==> config.mk <==
export PLATFORM = sky130hd
export DESIGN_NAME = pw_candidate_gen_flat
export DESIGN_NICKNAME = d
export VERILOG_FILES = /design/src/rtl/pw_candidate_gen_pkg.sv /design/src/rtl/pw_candidate_gen_if.sv /design/src/rtl/pw_candidate_gen_odometer.sv /design/src/rtl/pw_candidate_gen.sv /design/src/flat_wrapper.sv
export SDC_FILE = /design/constraint.sdc
export NUM_CORES = 1
export LEC_CHECK = 0
export ABC_AREA = 1
export BUFFER_PORTS_ARGS = -buffer_cell sky130_fd_sc_hd__buf_2
export CAP_MARGIN = 0
export CORE_UTILIZATION = 60
export CTS_CLUSTER_DIAMETER = 50
export DETAILED_ROUTE_END_ITERATION = 16
export PLACE_DENSITY = 0.95
export RECOVER_POWER = 50
export SLEW_MARGIN = 20
export SYNTH_ARGS = -nofsm -noshare
export SYNTH_HDL_FRONTEND = slang
export SYNTH_HIERARCHICAL = 1
export SYNTH_SLANG_ARGS = --single-unit
==> constraint.sdc <==
create_clock -name CLK -period 5.26 [get_ports CLK]
set_clock_uncertainty 0.2 [all_clocks]
set_input_delay 0.526 -clock CLK [delete_from_list [all_inputs] [get_ports CLK]]
set_output_delay 0.526 -clock CLK [all_outputs]
set_load 0.01 [all_outputs]
==> src/rtl/pw_candidate_gen_pkg.sv <==
// Shared candidate-generator constants: charset table (a-z, A-Z, 0-9), FSM encoding, length limit.
package pwcrack_pkg;

  localparam int MAX_LEN_LIMIT   = 32;
  localparam int CHARSET_ENTRIES = 62;
  localparam int IDX_W           = 6;

  // Entry 0 lands in the most significant byte of the literal, so index 0 is 'a'.
  localparam logic [0:CHARSET_ENTRIES-1][7:0] CHARSET =
    "abcdefghijklmnopqrstuvwxyzABCDEFGHIJKLMNOPQRSTUVWXYZ0123456789";

  typedef enum logic [2:0] {
    ST_IDLE      = 3'd0,
    ST_LAUNCH    = 3'd1,
    ST_STREAM    = 3'd2,
    ST_WAIT_HASH = 3'd3,
    ST_ADVANCE   = 3'd4,
    ST_FINISH    = 3'd5
  } state_t;

  function automatic logic [7:0] charset_byte(input logic [IDX_W-1:0] idx);
    logic [7:0] b;
    b = 8'h00;
    if (int'(idx) < CHARSET_ENTRIES) b = CHARSET[idx];
    return b;
  endfunction

endpackage

==> src/rtl/pw_candidate_gen_if.sv <==
// Control, hash-core handshake and candidate-export signals of pw_candidate_gen.
// slave is the generator side; master is the host / hash-core side.
interface pw_candidate_gen_if #(
  parameter int MAX_LEN = 8
);
  logic                 START_IN;
  logic                 STOP_IN;
  logic [7:0]           MIN_LEN_IN;
  logic [7:0]           MAX_LEN_IN;
  logic                 BUSY_OUT;
  logic                 DONE_OUT;
  logic                 EXHAUSTED_OUT;
  logic                 HASH_START_OUT;
  logic [63:0]          HASH_SIZE_OUT;
  logic                 HASH_DONE_IN;
  logic [7:0]           BYTE_OUT;
  logic                 BYTE_VALID_OUT;
  logic                 BYTE_READ_IN;
  logic [8*MAX_LEN-1:0] CAND_OUT;
  logic [7:0]           CAND_LEN_OUT;
  logic [63:0]          CAND_COUNT_OUT;

  modport slave (
    input  START_IN, STOP_IN, MIN_LEN_IN, MAX_LEN_IN, HASH_DONE_IN, BYTE_READ_IN,
    output BUSY_OUT, DONE_OUT, EXHAUSTED_OUT, HASH_START_OUT, HASH_SIZE_OUT,
           BYTE_OUT, BYTE_VALID_OUT, CAND_OUT, CAND_LEN_OUT, CAND_COUNT_OUT
  );

  modport master (
    output START_IN, STOP_IN, MIN_LEN_IN, MAX_LEN_IN, HASH_DONE_IN, BYTE_READ_IN,
    input  BUSY_OUT, DONE_OUT, EXHAUSTED_OUT, HASH_START_OUT, HASH_SIZE_OUT,
           BYTE_OUT, BYTE_VALID_OUT, CAND_OUT, CAND_LEN_OUT, CAND_COUNT_OUT
  );
endinterface

==> src/rtl/pw_candidate_gen_odometer.sv <==
// Charset index odometer: position len-1 is least significant, carry ripples toward position 0.
// Steps on step_i; wrap_o is high when the next step would roll every active position back to 0.
module cand_odometer
  import pwcrack_pkg::*;
#(
  parameter int MAX_LEN      = 8,
  parameter int CHARSET_SIZE = 62
) (
  input  logic                          clk,
  input  logic                          rst_n,
  input  logic                          clear_i,
  input  logic                          step_i,
  input  logic [7:0]                    len_i,
  output logic [MAX_LEN-1:0][IDX_W-1:0] idx_o,
  output logic                          wrap_o
);

  localparam logic [IDX_W-1:0] IDX_LAST = IDX_W'(CHARSET_SIZE - 1);

  logic [MAX_LEN-1:0][IDX_W-1:0] idx_q;
  logic [MAX_LEN-1:0][IDX_W-1:0] idx_d;
  logic                          carry;

  // Positions at or beyond len_i are never touched, so they stay 0 for the next length.
  always_comb begin
    idx_d = idx_q;
    carry = 1'b1;
    for (int i = MAX_LEN - 1; i >= 0; i--) begin
      if ((i < int'(len_i)) && carry) begin
        if (idx_q[i] == IDX_LAST) begin
          idx_d[i] = '0;
        end else begin
          idx_d[i] = idx_q[i] + IDX_W'(1);
          carry    = 1'b0;
        end
      end
    end
  end

  always_ff @(posedge clk or negedge rst_n) begin
    if (!rst_n) begin
      idx_q <= '0;
    end else if (clear_i) begin
      idx_q <= '0;
    end else if (step_i) begin
      idx_q <= idx_d;
    end
  end

  assign idx_o  = idx_q;
  assign wrap_o = carry;

endmodule

==> src/rtl/pw_candidate_gen.sv <==
// Brute-force candidate generator feeding MD4: one hash launch per candidate, bytes stall on BYTE_READ_IN.
// START to HASH_START is one cycle, HASH_DONE to next launch two; launch counter only with CANDGEN_COUNT_EN.
module pw_candidate_gen
  import pwcrack_pkg::*;
#(
  parameter int MAX_LEN      = 8,
  parameter int CHARSET_SIZE = 62
) (
  input logic               CLK,
  input logic               RESET_N,
  pw_candidate_gen_if.slave bus
);

  localparam int LEN_CAP = (MAX_LEN < MAX_LEN_LIMIT) ? MAX_LEN : MAX_LEN_LIMIT;

  state_t     state_q;
  logic       busy_q;
  logic       done_q;
  logic       exh_q;
  logic       hash_start_q;
  logic       byte_valid_q;
  logic       stop_q;
  logic [7:0] len_q;
  logic [7:0] max_len_q;
  logic [7:0] ptr_q;

  logic [7:0] min_len_c;
  logic [7:0] max_len_c;
  logic       start_acc;
  logic       last_byte;
  logic       overflow;
  logic       step;
  logic       wrap;
  logic [MAX_LEN-1:0][IDX_W-1:0] idx;
  logic [8*MAX_LEN-1:0]          cand;
  logic [7:0]                    cur_byte;

  assign min_len_c = (bus.MIN_LEN_IN == 8'd0) ? 8'd1 : bus.MIN_LEN_IN;
  assign max_len_c = (bus.MAX_LEN_IN > 8'(LEN_CAP)) ? 8'(LEN_CAP) : bus.MAX_LEN_IN;
  assign start_acc = (state_q == ST_IDLE) && bus.START_IN;
  assign last_byte = (ptr_q == len_q - 8'd1);
  assign overflow  = wrap && (len_q == max_len_q);
  // Terminal advances leave the odometer alone so CAND_OUT keeps the last launched candidate.
  assign step      = (state_q == ST_ADVANCE) && !stop_q && !overflow;

  cand_odometer #(
    .MAX_LEN      (MAX_LEN),
    .CHARSET_SIZE (CHARSET_SIZE)
  ) u_odometer (
    .clk     (CLK),
    .rst_n   (RESET_N),
    .clear_i (start_acc),
    .step_i  (step),
    .len_i   (len_q),
    .idx_o   (idx),
    .wrap_o  (wrap)
  );

  always_comb begin
    cand     = '0;
    cur_byte = 8'h00;
    for (int i = 0; i < MAX_LEN; i++) begin
      if (i < int'(len_q)) cand[i*8 +: 8] = charset_byte(idx[i]);
      if (i == int'(ptr_q)) cur_byte = cand[i*8 +: 8];
    end
  end

  always_ff @(posedge CLK or negedge RESET_N) begin
    if (!RESET_N) begin
      state_q      <= ST_IDLE;
      busy_q       <= 1'b0;
      done_q       <= 1'b0;
      exh_q        <= 1'b0;
      hash_start_q <= 1'b0;
      byte_valid_q <= 1'b0;
      stop_q       <= 1'b0;
      len_q        <= 8'd0;
      max_len_q    <= 8'd0;
      ptr_q        <= 8'd0;
    end else begin
      hash_start_q <= 1'b0;
      done_q       <= 1'b0;
      if (busy_q && bus.STOP_IN) stop_q <= 1'b1;

      case (state_q)
        ST_IDLE: begin
          if (bus.START_IN) begin
            exh_q  <= 1'b0;
            stop_q <= 1'b0;
            ptr_q  <= 8'd0;
            if (min_len_c > max_len_c) begin
              len_q   <= 8'd0;
              done_q  <= 1'b1;
              exh_q   <= 1'b1;
              state_q <= ST_FINISH;
            end else begin
              len_q        <= min_len_c;
              max_len_q    <= max_len_c;
              busy_q       <= 1'b1;
              hash_start_q <= 1'b1;
              state_q      <= ST_LAUNCH;
            end
          end
        end
        ST_LAUNCH: begin
          byte_valid_q <= 1'b1;
          ptr_q        <= 8'd0;
          state_q      <= ST_STREAM;
        end
        ST_STREAM: begin
          if (byte_valid_q && bus.BYTE_READ_IN) begin
            if (last_byte) begin
              byte_valid_q <= 1'b0;
              state_q      <= ST_WAIT_HASH;
            end else begin
              ptr_q <= ptr_q + 8'd1;
            end
          end
        end
        ST_WAIT_HASH: begin
          if (bus.HASH_DONE_IN) state_q <= ST_ADVANCE;
        end
        ST_ADVANCE: begin
          if (stop_q) begin
            busy_q  <= 1'b0;
            done_q  <= 1'b1;
            exh_q   <= 1'b0;
            state_q <= ST_FINISH;
          end else if (overflow) begin
            busy_q  <= 1'b0;
            done_q  <= 1'b1;
            exh_q   <= 1'b1;
            state_q <= ST_FINISH;
          end else begin
            if (wrap) len_q <= len_q + 8'd1;
            hash_start_q <= 1'b1;
            state_q      <= ST_LAUNCH;
          end
        end
        ST_FINISH: state_q <= ST_IDLE;
        default:   state_q <= ST_IDLE;
      endcase
    end
  end

`ifdef CANDGEN_COUNT_EN
  logic [63:0] count_q;

  always_ff @(posedge CLK or negedge RESET_N) begin
    if (!RESET_N) begin
      count_q <= 64'd0;
    end else if (start_acc) begin
      count_q <= 64'd0;
    end else if (state_q == ST_LAUNCH) begin
      count_q <= count_q + 64'd1;
    end
  end

  assign bus.CAND_COUNT_OUT = count_q;
`else
  assign bus.CAND_COUNT_OUT = 64'd0;
`endif

  assign bus.BUSY_OUT       = busy_q;
  assign bus.DONE_OUT       = done_q;
  assign bus.EXHAUSTED_OUT  = exh_q;
  assign bus.HASH_START_OUT = hash_start_q;
  assign bus.HASH_SIZE_OUT  = {56'd0, len_q};
  assign bus.BYTE_OUT       = byte_valid_q ? cur_byte : 8'h00;
  assign bus.BYTE_VALID_OUT = byte_valid_q;
  assign bus.CAND_OUT       = cand;
  assign bus.CAND_LEN_OUT   = len_q;

endmodule
==> src/flat_wrapper.sv <==
// flat-port wrapper written by rule: the top's interface ports become plain ports
module pw_candidate_gen_flat import pwcrack_pkg::*;
#(
  parameter int MAX_LEN      = 8,
  parameter int CHARSET_SIZE = 62
)
  (CLK, RESET_N, bus_START_IN, bus_STOP_IN, bus_MIN_LEN_IN, bus_MAX_LEN_IN, bus_HASH_DONE_IN, bus_BYTE_READ_IN, bus_BUSY_OUT, bus_DONE_OUT, bus_EXHAUSTED_OUT, bus_HASH_START_OUT, bus_HASH_SIZE_OUT, bus_BYTE_OUT, bus_BYTE_VALID_OUT, bus_CAND_OUT, bus_CAND_LEN_OUT, bus_CAND_COUNT_OUT);
  pw_candidate_gen_if #(.MAX_LEN(MAX_LEN)) bus_i ();
  input logic CLK;
  input logic RESET_N;
  input wire logic [$bits(bus_i.START_IN)-1:0] bus_START_IN;
  input wire logic [$bits(bus_i.STOP_IN)-1:0] bus_STOP_IN;
  input wire logic [$bits(bus_i.MIN_LEN_IN)-1:0] bus_MIN_LEN_IN;
  input wire logic [$bits(bus_i.MAX_LEN_IN)-1:0] bus_MAX_LEN_IN;
  input wire logic [$bits(bus_i.HASH_DONE_IN)-1:0] bus_HASH_DONE_IN;
  input wire logic [$bits(bus_i.BYTE_READ_IN)-1:0] bus_BYTE_READ_IN;
  output wire logic [$bits(bus_i.BUSY_OUT)-1:0] bus_BUSY_OUT;
  output wire logic [$bits(bus_i.DONE_OUT)-1:0] bus_DONE_OUT;
  output wire logic [$bits(bus_i.EXHAUSTED_OUT)-1:0] bus_EXHAUSTED_OUT;
  output wire logic [$bits(bus_i.HASH_START_OUT)-1:0] bus_HASH_START_OUT;
  output wire logic [$bits(bus_i.HASH_SIZE_OUT)-1:0] bus_HASH_SIZE_OUT;
  output wire logic [$bits(bus_i.BYTE_OUT)-1:0] bus_BYTE_OUT;
  output wire logic [$bits(bus_i.BYTE_VALID_OUT)-1:0] bus_BYTE_VALID_OUT;
  output wire logic [$bits(bus_i.CAND_OUT)-1:0] bus_CAND_OUT;
  output wire logic [$bits(bus_i.CAND_LEN_OUT)-1:0] bus_CAND_LEN_OUT;
  output wire logic [$bits(bus_i.CAND_COUNT_OUT)-1:0] bus_CAND_COUNT_OUT;
  assign bus_i.START_IN = bus_START_IN;
  assign bus_i.STOP_IN = bus_STOP_IN;
  assign bus_i.MIN_LEN_IN = bus_MIN_LEN_IN;
  assign bus_i.MAX_LEN_IN = bus_MAX_LEN_IN;
  assign bus_i.HASH_DONE_IN = bus_HASH_DONE_IN;
  assign bus_i.BYTE_READ_IN = bus_BYTE_READ_IN;
  assign bus_BUSY_OUT = bus_i.BUSY_OUT;
  assign bus_DONE_OUT = bus_i.DONE_OUT;
  assign bus_EXHAUSTED_OUT = bus_i.EXHAUSTED_OUT;
  assign bus_HASH_START_OUT = bus_i.HASH_START_OUT;
  assign bus_HASH_SIZE_OUT = bus_i.HASH_SIZE_OUT;
  assign bus_BYTE_OUT = bus_i.BYTE_OUT;
  assign bus_BYTE_VALID_OUT = bus_i.BYTE_VALID_OUT;
  assign bus_CAND_OUT = bus_i.CAND_OUT;
  assign bus_CAND_LEN_OUT = bus_i.CAND_LEN_OUT;
  assign bus_CAND_COUNT_OUT = bus_i.CAND_COUNT_OUT;
  pw_candidate_gen #(.MAX_LEN(MAX_LEN), .CHARSET_SIZE(CHARSET_SIZE)) u_core (.CLK(CLK), .RESET_N(RESET_N), .bus(bus_i));
endmodule
After elaboration in Yosys (flattened, before gate mapping):

Memory sizes are Yosys's and may differ from the RTL's.
Index checks and enable logic that the tools add are counted.

* add/subtract/negate cells: 11
* multiply operators: 0
* div/mod/pow operators: 0
* magnitude comparators: 26
* equality and inequality tests: 31
* shifts and indexed selects: 0
* multiplexer cells: 120
* bitwise logic cells: 9
* reductions and logical operators: 45

Operators with widths (count)
* two-way mux 8 bit: 51
* two-way mux 48 bit: 2
* two-way mux 6 bit: 16
* greater-or-equal comparator 7 bit (second input constant): 8
* inverter 6 -> 7 bit: 8
* adder 6 x 1 -> 6 bit (second input constant): 8
* == test 6 bit (second input constant): 8
* < comparator 6 bit (second input constant): 8
* two-way mux 1 bit: 36
* == test 4 x 8 -> 1 bit (first input constant): 4
* < comparator 3 x 8 -> 1 bit (first input constant): 4
* case mux 8 bit (3 select lines): 1
* nonzero test 2 bit: 11
* two-way mux 3 bit: 7
* adder 8 x 1 -> 8 bit (second input constant): 2
* == test 3 x 8 -> 1 bit (first input constant): 2
* == test 8 bit: 2
* logical NOT 8 bit: 2
* < comparator 1 x 8 -> 1 bit (first input constant): 2
* < comparator 2 x 8 -> 1 bit (first input constant): 2
* case mux 8 bit (2 select lines): 1
* AND reduction 2 bit: 8
* case mux 3 bit (5 select lines): 1
* logical AND 1 bit: 13
* 18 further kinds: 35

* register bits: 81
* bits in latches: 0
* bits in writable memories: 0
* memory bits (read-only): 4096
* bits of input ports: 22
* output and inout port bits: 213
* logic and storage cells: 268
* memories kept: 8

Memory list
* (no name shown): words 64, bits a word 8, read ports 1, clocked after memory_dff 0, wr ports 0, line pw_candidate_gen_pkg.sv:24 `if (int'(idx) < CHARSET_ENTRIES) b = CHARSET[idx];`
* (no name shown): words 64, bits a word 8, read ports 1, clocked after memory_dff 0, wr ports 0, line pw_candidate_gen_pkg.sv:24
* (no name shown): words 64, bits a word 8, read ports 1, clocked after memory_dff 0, wr ports 0, line pw_candidate_gen_pkg.sv:24
* (no name shown): words 64, bits a word 8, read ports 1, clocked after memory_dff 0, wr ports 0, line pw_candidate_gen_pkg.sv:24
* (no name shown): words 64, bits a word 8, read ports 1, clocked after memory_dff 0, wr ports 0, line pw_candidate_gen_pkg.sv:24
* (no name shown): words 64, bits a word 8, read ports 1, clocked after memory_dff 0, wr ports 0, line pw_candidate_gen_pkg.sv:24
* 2 more memories

Logic depth before layout (Yosys ltp):

* depth after elaboration: 22
* depth in mapped cells: 22
* depth with buffers taken out: 21

Modules after synthesis:

Netlist, hierarchy kept.

Modules (own cells, without submodules)
* pw_candidate_gen: times used 1, cells an instance 1226, area each 7061.8 µm², seq. area each 825.8 µm²
* cand_odometer: times used 1, cells an instance 389, area each 3204.3 µm², seq. area each 1201.2 µm²

Worst setup path after synthesis:

OpenSTA, ideal clock, no wires.

* kind: register to register
* start point: register u_core.u_odometer.idx_q (netlist bit u_core/u_odometer/idx_o[43])
* end point: register u_core.u_odometer.idx_q (netlist bit u_core/u_odometer/idx_o[33])
* library setup time: 119 ps
* arrival: 2661 ps
* path slack: 2280 ps
* cell stages (with the launch flop): 23
* path buffers: 1
* clock period less this slack: 2980 ps
* path through: dfrtp_1 > inv_1 > ha_1 > inv_1 > nor2_2 > nand2_2 > nand2_4 > nand2_4 > nand2_4 > nand4_4 > nor3_4 > o21a_1 > inv_1 > o21ai_1 > nor2_1 > buf_2 > inv_1 > a21oi_1 > nand2_1 > nand2_2 > inv_1 > nor2_1 > o21a_1

* longest elaborated chain between the ends: 22
* elaborated cells on any way between the ends: 30
* classes of those cells: 1 x eq/ne; 16 x mux; 13 x reduce/logical

Ends and longest elaborated chain
* from (decl): line pw_candidate_gen_odometer.sv:20 `logic [MAX_LEN-1:0][IDX_W-1:0] idx_q;`
* from (signal assigned): line pw_candidate_gen_odometer.sv:46 `idx_q <= idx_d;`
* == test 6 bit (*): line pw_candidate_gen_odometer.sv:30 `if (idx_q[i] == IDX_LAST) begin`
* two-way mux 1 bit (*): line pw_candidate_gen_odometer.sv:30
* two-way mux 1 bit (*): line pw_candidate_gen_odometer.sv:29 `if ((i < int'(len_i)) && carry) begin`
* two-way mux 1 bit / logical AND 1 bit (equally long branches): line pw_candidate_gen_odometer.sv:30, pw_candidate_gen_odometer.sv:29
* two-way mux 1 bit (*): line pw_candidate_gen_odometer.sv:29
* two-way mux 1 bit / logical AND 1 bit (equally long branches): line pw_candidate_gen_odometer.sv:30, pw_candidate_gen_odometer.sv:29
* two-way mux 1 bit (*): line pw_candidate_gen_odometer.sv:29
* two-way mux 1 bit / logical AND 1 bit (equally long branches): line pw_candidate_gen_odometer.sv:30, pw_candidate_gen_odometer.sv:29
* [8 not listed]
* two-way mux 1 bit (*): line pw_candidate_gen_odometer.sv:29
* named net u_core.wrap: line pw_candidate_gen.sv:33 `logic wrap;`
* logical AND 1 bit (*): line pw_candidate_gen.sv:42 `assign overflow = wrap && (len_q == max_len_q);`
* logical NOT 1 bit (*): line pw_candidate_gen.sv:44 `assign step = (state_q == ST_ADVANCE) && !stop_q && !overflow;`
* logical AND 1 bit (*): line pw_candidate_gen.sv:44
* named net u_core.step: line pw_candidate_gen.sv:32 `logic step;`
* nonzero test 2 bit (no source line) (*)
* AND reduction 2 bit (no source line) (*)

The timed path passes the listed nets; every way through them passes the cells marked *.
A chain may end at the register's enable or synchronous reset.

Worst setup path in the final report:

* start point: register u_core.len_q[0], in the netlist u_core/bus.CAND_LEN_OUT[0]
* end point: output port bus_BYTE_OUT[4]

* longest elaborated chain between the ends: 11
* elaborated cells on any way between the ends: 25
* classes of those cells: 8 x order compare; 17 x mux

Ends and longest elaborated chain
* from (decl): line pw_candidate_gen.sv:23 `logic [7:0] len_q;`
* from (signal assigned): line pw_candidate_gen.sv:97 `len_q <= min_len_c;`
* from (signal assigned): line pw_candidate_gen.sv:135 `if (wrap) len_q <= len_q + 8'd1;`
* < comparator 1 x 8 -> 1 bit: line pw_candidate_gen.sv:63 `if (i < int'(len_q)) cand[i*8 +: 8] = charset_byte(idx[i]);`
* two-way mux 8 bit: line pw_candidate_gen.sv:63
* two-way mux 8 bit (7 in a row): line pw_candidate_gen.sv:64 `if (i == int'(ptr_q)) cur_byte = cand[i*8 +: 8];`
* two-way mux 8 bit (*): line pw_candidate_gen.sv:64
* two-way mux 8 bit (*): line pw_candidate_gen.sv:169 `assign bus.BYTE_OUT = byte_valid_q ? cur_byte : 8'h00;`
* to (decl): line flat_wrapper.sv:22 `output wire logic [$bits(bus_i.BYTE_OUT)-1:0] bus_BYTE_OUT;`

Mark *: on every way between the ends. The rest lies on a longest branch, timed or not.

==> metrics.txt <==
Via density 5.52; Final Net Count 1771; CTS resizes 0; Synth warnings 6; Die Y 133 microns; RSZ-0062 raised after global routing false; Tot Pwr 0.00327 W; Max rail drop VDD 328 uV; TritonCTS Buffers 9; post-CTS setup buffers 0; Mapped Cells 1615; clock sinks 81; CTS root buf clkbuf_16; die area 0.0176 sq mm; PD cells 310 mW/mm^2; Area Overhead vs Synth 2.84%; clk buf depth 2; top layer in use met4; Static Leak 5.63 nW; largest net degree at the start of global routing 82; worst r2r path cells 17; cell mode on critical path nand3_1; Post-Place Cells 1895; input/output buffers 105; worst skew pair latency 350 ps; period utilization 71.6%; most common cell after layout, fill and taps aside nand2_1; H-tree levels 3; Netlist cell types 55; Sw Ratio 50.3%; Top FF cell, synth dfrtp_1; actual slew at the worst max-slew pin 817 ps; CP Data Required Time 4530 ps; HP Class input port to async pin; Logic pwr share 50.9%; status finished clean; post-DP HPWL 20000 microns; ANT cells 0; Seq cells post-synth 81; Crit. End Element output pin; global-route wire length before repair 42800 microns; num rows 47; fmax 265 MHz; clock share of power 19.3%; sequential share of power 29.8%; first-pass detailed-route iteration total 6; gr ovfl total 0; initial antenna violation count 0; Critical Path Source Type register; Avg Cell Area, Syn 6.36 sq um; TNS Setup 0 ps; final WL 26100 microns; Post-synth EDFFs 0; Core Box Area 0.0166 sq mm; Hold Violations, Final 0; Vias 10.6k; Layout fillers 1474; Hold Buf Count CTS 0; WL met3 2020 microns; max incr delay on CP 630 ps; CP Cell Sequence inv_2 -> ha_1 -> nor2_1 -> inv_1 -> nand4_1 -> nand2_1 -> inv_1 -> nand3_1 -> nand3_1 -> nand3_1 -> nand3b_1 -> a21oi_1 -> nor2_1 -> buf_2; kind of critical path register to output pin; Finish-stage setup viols 0; Final GP Congestion 0.913; CP max FO 12; mapped cell area 0.0103 sq mm; setup slack after layout 1490 ps; GRT Overall Usage 29.3%; worst rel slew slack 45.5%; most frequent cells in the layout nand2_1, inv_1, nor2_1, nand3_1, conb_1; Slew Limit Fails 0; CTS tree yes; routed wl met2 12300 microns; max-cap violations 0; layout cells sized above 1 10.8%; Pint 0.00163 W; wire length on met1 10600 microns; initial core utilization 61.7%; slowest CP cell dfrtp_1; die extent in x 133 microns; io pins 235; Min Hold Slack 19.4 ps; register area share after synthesis 19.7%; ys async rst share 100%; switching power 0.00164 W; drt first-iter violations 1155; WL/cell 13.7 microns; # DRC 0; fin crit period 3770 ps; number of global-route vias before repair 9083; Routed Antenna Nets 0; Clock Pin Slew Worst Setup and Hold Paths 60 ps; Finished Layout Cells 1910; pre-CTS setup slack 1720 ps; WP data arrival 3040 ps
## per-stage QoR
| stage | instance area (sq um) | utilization, % |
|---|---|---|
| 3_5_place_dp | 10300 | 62.0 |
| 4_1_cts | 10600 | 63.8 |
| 3_3_place_gp | 10300 | 62.0 |
| 2_1_floorplan | 10800 | - |
| 6_report | 10600 | 63.4 |
| 5_1_grt | 10600 | 63.4 |
## worst max-delay path: cells and delay by family (launching register included)
kind | cells | cell delay [ps]
AOI/OAI and AO/OA | 1 | 90
and+or+nand+nor | 8 | 1220
buffers and inverters | 4 | 460
adders and majority gates | 1 | 290
DFF | 1 | 630
## power by group through the flow
stage / Combinational (W) / Sequential [W] / Clock (W)
final: 0.00166 / 0.000976 / 0.000630
after CTS: 0.00168 / 0.000972 / 0.000634
after global placement: 0.00162 / 0.000974 / 0
after global routing: 0.00184 / 0.000998 / 0.000664
after detailed placement: 0.00167 / 0.000982 / 0
after floorplan: 0.00139 / 0.000899 / 0
## path summary, 6_finish.rpt
check	startpoint	end	slack (ps)
min in group CLK	bus_HASH_DONE_IN	u_core/state_q[0]$_DFFE_PN0P_	190
worst min-delay path	RESET_N	u_core/u_odometer/idx_o[43]$_DFFE_PN0P_	20
max in group asynchronous	RESET_N	u_core/u_odometer/idx_o[8]$_DFFE_PN0P_	4330
worst max-delay path	u_core/bus.CAND_LEN_OUT[0]$_DFFE_PN0P_	bus_BYTE_OUT[4]	1490
worst max register to register	u_core/u_odometer/idx_o[24]$_DFFE_PN0P_	u_core/u_odometer/idx_o[33]$_DFFE_PN0P_	1560
worst min register to register	u_core/max_len_q[1]$_DFFE_PN0P_	u_core/max_len_q[1]$_DFFE_PN0P_	300
## Yosys cell counts, types with 2 or more instances
master    instances  share of area [%]
a31oi_1          18                1.1
nor2_1          164                6.0
o21ai_2           6               0.51
o21a_1            3               0.22
o21ai_1          22                1.1
buf_2            14               0.68
o211ai_1         11               0.80
nand2_2          11               0.67
nor3_1           26                1.3
buf_4           141                 10
dfrtp_1          81                 20
o22ai_1           7               0.43
nand2_1         351                 13
buf_6             4               0.44
nand2_4          10                1.1
inv_2            21               0.77
nor3_4            3               0.48
conb_1            2              0.073
xor2_1           24                2.0
nand4_1          33                2.0
clkbuf_1         17               0.62
nand3_1         133                6.5
or2_2             6               0.37
xnor2_1          13                1.1
nor4_1            3               0.18
ha_1             63                7.7
nand3b_1          2               0.15
inv_1           208                7.6
o21ai_0          72                3.5
nand4_4           3               0.62
nor2_2           11               0.67
nor2_4            4               0.44
nor3_2            4               0.39
a211oi_1          4               0.29
nand3_4           2               0.34
nand3_2           6               0.59
or2_1             3               0.18
a21oi_1          92                4.5
## logic make-up (layout without fill, tap and decap cells)
kind of cell             Yosys count  after routing  synth area share, %
buffers and inverters            408            352                 20.7
other                              2            133               0.0732
XOR/XNOR                          37             37                 3.16
adder cells (fa/ha/maj)           63             63                 7.68
AO/OA/AOI/OAI                    244            244                 13.3
flip-flops                        81             81                 19.7
AND/OR/NAND/NOR                  780            780                 35.4
## sequential cells by signal, indices dropped and copies added, names as in the netlist
signal,count
u_core/state_q,3
u_core/max_len_q,8
u_core/bus.EXHAUSTED_OUT,1
u_core/bus.DONE_OUT,1
u_core/bus.CAND_LEN_OUT,8
u_core/bus.BUSY_OUT,1
u_core/ptr_q,8
u_core/bus.BYTE_VALID_OUT,1
u_core/bus.HASH_START_OUT,1
u_core/stop_q,1
u_core/u_odometer/idx_o,48
## layout make-up
type,instances,area [sq um],share of cell area (%)
tap,220,275,2.61
inverter,229,860,8.14
sequential,81,2030,19.2
clock buffer,10,239,2.26
clock inverter,5,56.3,0.533
multi-input combinational,1257,6580,62.4
timing repair buffer,108,517,4.89
## per-layer routing
metal,global-route usage [%],vias up
met4,14.0,0
met2,48.9,533
met5,0,-
li1,-,5071
met3,4.83,81
met1,36.9,4865
No activity file was read; power rests on OpenSTA's default activity.
